**src/rtl/grf_mp_pkg.sv**
```systemverilog
// Shared widths, index constants and default geometry for the grf_mp register file.
package grf_mp_pkg;

  // Architectural word width and register-index width.
  localparam int WORD_W     = 32;
  localparam int TYPE_REG_W = 5;

  typedef logic [WORD_W-1:0]     word_t;
  typedef logic [TYPE_REG_W-1:0] type_reg_t;

  // Index of the hardwired-zero register.
  localparam int REG_ZERO = 0;

  // Default geometry for grf_mp.
  localparam int DEFAULT_DATA_W = WORD_W;
  localparam int DEFAULT_ADDR_W = TYPE_REG_W;

endpackage

```
**src/rtl/grf_bypass_mux.sv**
```systemverilog
// One read port of grf_mp: priority write-through bypass and busy masking.
module grf_bypass_mux
  import grf_mp_pkg::*;
#(
  parameter int DATA_W = DEFAULT_DATA_W,
  parameter int ADDR_W = DEFAULT_ADDR_W,
  parameter int NWR    = 2
) (
  input  logic                  en,
  input  logic [ADDR_W-1:0]     rd_addr,
  input  logic [DATA_W-1:0]     stored,
  input  logic                  pending,
  input  logic [NWR-1:0]        wr_en,
  input  logic [NWR*ADDR_W-1:0] wr_addr,
  input  logic [NWR*DATA_W-1:0] wr_data,
  output logic [DATA_W-1:0]     rd_data,
  output logic                  rd_busy
);

  logic nonzero;
  logic any_hit;

  assign nonzero = (rd_addr != ADDR_W'(REG_ZERO));

  // Later ports overwrite earlier matches, so the highest-index hit wins.
  always_comb begin
    rd_data = stored;
    any_hit = 1'b0;
    for (int unsigned j = 0; j < NWR; j++) begin
      if (en && wr_en[j] && (wr_addr[j*ADDR_W +: ADDR_W] == rd_addr)) begin
        rd_data = wr_data[j*DATA_W +: DATA_W];
        any_hit = 1'b1;
      end
    end
    if (!nonzero) begin
      rd_data = '0;
      any_hit = 1'b0;
    end
  end

  assign rd_busy = nonzero & pending & ~any_hit;

endmodule

```
**src/rtl/grf_mp.sv**
```systemverilog
// Multi-port general register file with write-through bypass and a pending
// (scoreboard) bit per register. Optional write trace under GRF_TRACE_EN.
module grf_mp
  import grf_mp_pkg::*;
#(
  parameter int DATA_W = DEFAULT_DATA_W,
  parameter int ADDR_W = DEFAULT_ADDR_W,
  parameter int NRD    = 2,
  parameter int NWR    = 2
) (
  input  logic                  clk,
  input  logic                  reset,
  input  logic                  en,
  input  logic [NRD*ADDR_W-1:0] rd_addr,
  output logic [NRD*DATA_W-1:0] rd_data,
  output logic [NRD-1:0]        rd_busy,
  input  logic [NWR-1:0]        wr_en,
  input  logic [NWR*ADDR_W-1:0] wr_addr,
  input  logic [NWR*DATA_W-1:0] wr_data,
  input  logic [NWR*32-1:0]     wr_pc,
  input  logic                  iss_en,
  input  logic [ADDR_W-1:0]     iss_addr,
  output logic [ADDR_W:0]       busy_cnt
);

  localparam int unsigned DEPTH = 2 ** ADDR_W;

  logic [DATA_W-1:0] regs [DEPTH];
  logic [DEPTH-1:0]  pending;
  logic [DEPTH-1:0]  pending_nxt;
  logic [ADDR_W:0]   cnt_nxt;

  // Next pending vector: writeback clears first, then issue sets.
  always_comb begin
    pending_nxt = pending;
    for (int unsigned j = 0; j < NWR; j++) begin
      if (wr_en[j] && (wr_addr[j*ADDR_W +: ADDR_W] != ADDR_W'(REG_ZERO)))
        pending_nxt[wr_addr[j*ADDR_W +: ADDR_W]] = 1'b0;
    end
    if (iss_en && (iss_addr != ADDR_W'(REG_ZERO)))
      pending_nxt[iss_addr] = 1'b1;
  end

  // Population count of the next pending vector.
  always_comb begin
    cnt_nxt = '0;
    for (int unsigned i = 0; i < DEPTH; i++)
      cnt_nxt = cnt_nxt + (ADDR_W+1)'(pending_nxt[i]);
  end

  // Register storage; ascending port order lets the higher port win a conflict.
  always_ff @(posedge clk) begin
    if (reset) begin
      for (int unsigned i = 0; i < DEPTH; i++)
        regs[i] <= '0;
    end else if (en) begin
      for (int unsigned j = 0; j < NWR; j++) begin
        if (wr_en[j] && (wr_addr[j*ADDR_W +: ADDR_W] != ADDR_W'(REG_ZERO)))
          regs[wr_addr[j*ADDR_W +: ADDR_W]] <= wr_data[j*DATA_W +: DATA_W];
      end
    end
  end

  // Pending bits and their count, updated together.
  always_ff @(posedge clk) begin
    if (reset) begin
      pending  <= '0;
      busy_cnt <= '0;
    end else if (en) begin
      pending  <= pending_nxt;
      busy_cnt <= cnt_nxt;
    end
  end

  genvar k;
  generate
    for (k = 0; k < NRD; k++) begin : g_rd
      grf_bypass_mux #(
        .DATA_W (DATA_W),
        .ADDR_W (ADDR_W),
        .NWR    (NWR)
      ) u_mux (
        .en      (en),
        .rd_addr (rd_addr[k*ADDR_W +: ADDR_W]),
        .stored  (regs[rd_addr[k*ADDR_W +: ADDR_W]]),
        .pending (pending[rd_addr[k*ADDR_W +: ADDR_W]]),
        .wr_en   (wr_en),
        .wr_addr (wr_addr),
        .wr_data (wr_data),
        .rd_data (rd_data[k*DATA_W +: DATA_W]),
        .rd_busy (rd_busy[k])
      );
    end
  endgenerate

`ifdef GRF_TRACE_EN
  // Print each committed write once; a write shadowed by a higher port is skipped.
  always_ff @(posedge clk) begin
    if (!reset && en) begin
      for (int unsigned j = 0; j < NWR; j++) begin
        if (wr_en[j] && (wr_addr[j*ADDR_W +: ADDR_W] != ADDR_W'(REG_ZERO))) begin
          logic shadowed;
          shadowed = 1'b0;
          for (int unsigned h = j + 1; h < NWR; h++)
            if (wr_en[h] && (wr_addr[h*ADDR_W +: ADDR_W] == wr_addr[j*ADDR_W +: ADDR_W]))
              shadowed = 1'b1;
          if (!shadowed)
            $display("%d@%h: $%d <= %h", $time, wr_pc[j*32 +: 32],
                     wr_addr[j*ADDR_W +: ADDR_W], wr_data[j*DATA_W +: DATA_W]);
        end
      end
    end
  end
`else
  logic unused_pc;
  assign unused_pc = ^wr_pc;
`endif

endmodule
```
**config.mk**
```make
export PLATFORM = sky130hd
export DESIGN_NAME = grf_mp
export DESIGN_NICKNAME = d
export VERILOG_FILES = /design/src/rtl/grf_mp_pkg.sv /design/src/rtl/grf_bypass_mux.sv /design/src/rtl/grf_mp.sv
export SDC_FILE = /design/constraint.sdc
export NUM_CORES = 2
export LEC_CHECK = 0
export BUFFER_PORTS_ARGS = -buffer_cell sky130_fd_sc_hd__buf_2
export CAP_MARGIN = 20
export CORE_UTILIZATION = 45
export CTS_CLUSTER_DIAMETER = 150
export DETAILED_ROUTE_END_ITERATION = 16
export PLACE_DENSITY_LB_ADDON = 0.15
export SLEW_MARGIN = 0
export SYNTH_ARGS = -nofsm -noshare
export SYNTH_HDL_FRONTEND = slang
export SYNTH_SLANG_ARGS = --single-unit
```
**constraint.sdc**
```tcl
create_clock -name clk -period 13.1 [get_ports clk]
set_input_delay 1.31 -clock clk [delete_from_list [all_inputs] [get_ports clk]]
set_output_delay 1.31 -clock clk [all_outputs]
set_load 0.02 [all_outputs]
```
==> flow_summary.yaml <==
status:
  outcome: "completed"
route:
  routed-via-count: 48900
  post-route-drc-count: 0
  via_per_inst: 7.56
  ant_nets: 0
  drt_iter0_drc: 7324
  wl_per_cell_microns: 41.5
  totalWireLength_mm: 268
  firstDrtPassIters: 6
setup_path:
  critPathCaptureType: "output port"
  cp_cell_sequence: "buf_8 > buf_4 > xor2_1 > nor4_1 > nand3_2 > buf_4 > nand3b_1 > buf_4 > o32ai_1 > buf_2"
  cp.arrival_ns: 6.15
  path_class: "in2out"
  cp_slowest_cell: "nand3b_1"
  path_max_fanout: 61
  cp.buffers_inverters: 5
  cp_top_family: "buffers and inverters"
  cp.required_ns: 11.79
  slowest_delay_ns: 0.96
  startpoint_type: "input port"
  crit_top_cell: "buf_4"
logic_synthesis:
  syn_avg_cell_area_sq_um: 13.4
  synth-edff-count: 1024
  ys_warn_count: 0
  synth_compound_area_share_pct: 19.1
  synthXorXnorAreaFrac_pct: 0.316
  synthSimpleGateAreaFrac_pct: 4.21
  synthAdderAreaFrac_pct: 0.891
  synth_area_leaders: "edfxtp_1 (48%), mux4_2 (14%), a22o_1 (14%)"
  synth_top_area_share_pct: 48.2
  synthFlopType: "edfxtp_1"
  ys_types: 63
  syn_area_sq_mm: 0.0637
  synthArstFlopShare_pct: 0
  synth-seq-cells: 1062
  yosysTopAreaCell: "edfxtp_1"
  synth_mux_area_share_pct: 20.6
  postSynthCellCount: 4750
  netlist_top_cells_count: "edfxtp_1 (1024), a22o_1 (1020), clkbuf_1 (483), mux4_2 (408), mux2i_1 (322)"
  yosysMostFrequentCell: "edfxtp_1"
  ys_seq_area_share_pct: 49.4
  synth_top_family_by_area: "multiplexers"
pwr:
  peakVddDrop_uv: 108
  leakage_nw: 23.9
  powerDensity_mw_per_mm2: 125
clock_tree:
  cts_tree: "built"
  postCtsSetupRepairBufs: 0
  clk_pin_slew_ns: 0.06
  clockBufferDepth: 3
  root_buffer: "clkbuf_16"
  cts_buffers: 119
  insertion_delay_ns: 0.76
  cts_resized: 0
  htreeDepth: 3
  cts-hold-fix-buffers: 0
  clkSinkCount: 1062
final_layout:
  nFillCells: 12000
  fin_cells: 6463
  multi_input_area_sq_mm: 0.0293
  final-seq-area_sq_mm: 0.0315
  syn2layout_area_growth_pct: 8.39
  postLayoutCellArea_sq_mm: 0.0691
  fin_nets: 4683
  drive_gt1_share_pct: 23.0
placed_design:
  place_area_sq_mm: 0.0655
  dp_hpwl_mm: 145
  routabilityCongestion: 0.877
  port_buffers: 166
  dp.cells: 6248
floorplan:
  rows: 137
  die_h_microns: 378
  fp.dieArea_sq_mm: 0.143
  die_w_microns: 378
  core_sq_mm: 0.140
  io_pins: 231
  initial_core_util_pct: 45.5
sta:
  rsz0062_at_grt: "false"
  setup_viol: 0
  post-route-min-period_ns: 7.46
  post-route-period-util_pct: 56.9
  fmax_mhz: 134
  fin_skew_ns: 0.00743
  worstMarginPinSlew_ns: 1.22
  hold_viol: 0
  tns_ns: 0
  max_slew_margin_pct: 18.8
  slew_viol_final: 0
global_route:
  grt.busiest_layer: "met2"
  antenna_found_initial: 8
  grt_use_met1_pct: 47.6
  grt_overflow: 0
  met3_usage_pct: 11.3
  grt_use_total_pct: 36.9
  grt_pass1_wl_mm: 366
  grt_start_max_net_pins: 107
  grt_pass1_vias: 47300
  use_met2_pct: 55.3
run:
  maxCapViolCount: 0
worst_hold_path:
  hold_class: "reg2reg"
-- sequential cells by signal, summed over array words and instances (netlist names) --
name,count
regs,1024
pending,32
busy_cnt,6
-- stage by stage --
step           setup slack, ns  util (%)  total power [W]  hold slack [ns]
2_1_floorplan             6.27         -          0.00499            0.467
4_1_cts                   5.70      49.3          0.00861            0.485
6_report                  5.64      49.3          0.00863            0.488
3_5_place_dp              5.39      46.8          0.00546            0.467
3_3_place_gp              5.45      46.8          0.00544            0.461
5_1_grt                   5.75      49.3          0.00883            0.522
-- logic make-up (layout without fill, tap and decap cells) --
kind of cell,after synthesis,in the layout
compound gates,1474,1474
flops,1062,1062
buf+inv,806,605
mux,792,792
simple gates,561,561
fa+ha+maj,31,31
xor+xnor,23,23
other cells,1,39
-- worst min-delay path, cell delays in order (launching register included) --
cell      delay [ns]
dfxtp_1         0.31
nor2_1          0.08
a211oi_1        0.05
-- cells in the final DEF (no fill, tap or decap), drive strengths merged, types with 12 or more instances in the layout --
master,netlist,layout
a211oi,62,62
and2,32,32
a21oi,35,35
edfxtp,1024,1024
mux4,408,408
inv,78,81
fa,24,24
o221ai,30,30
mux2,62,62
o21ai,64,64
a32o,31,31
mux2i,322,322
nand3,43,43
o22ai,90,90
dfxtp,38,38
nor2,126,126
nand2,177,177
nor3,97,97
o32ai,33,33
nor2b,13,13
buf,245,319
a22o,1020,1020
xor2,12,12
clkbuf,483,150
conb,1,32
o31ai,33,33
clkinv,0,47
a32oi,33,33
a22oi,31,31
or3,29,29
-- metal layers --
metal  vias to the layer above  routed length, microns
met2                      4077                  118000
met4                         4                   17400
met1                     24900                   96900
met3                       969                   36100
met5                         -                      27
li1                      18900                       -
-- final timing paths --
path                             startpoint           to  slack [ns]  depth (start not counted)
worst max register to register  pending[21]  busy_cnt[4]        7.61                         19
worst min-delay path            busy_cnt[2]  busy_cnt[2]        0.49                          2
worst max-delay path             rd_addr[1]  rd_data[14]        5.64                         10
worst min register to register  busy_cnt[2]  busy_cnt[2]        0.49                          2
-- area by class of cell --
cell class	count	area share, %
inverters	78	0.424
clock inverters	58	0.625
flip-flops and latches	1062	45.6
well taps	1876	3.40
diodes	7	0.0254
clock buffers	150	4.54
repair buffers	319	3.02
multi-input cells	2913	42.4
-- report_power, final --
part           switching [W]  internal (W)  leakage (nW)
sequential         0.0000953       0.00392          10.1
combinational       0.000880      0.000525          12.1
clock                0.00143       0.00179          1.74
total                0.00240       0.00623          23.9
Note: power is estimated with default switching activity, not from simulation.
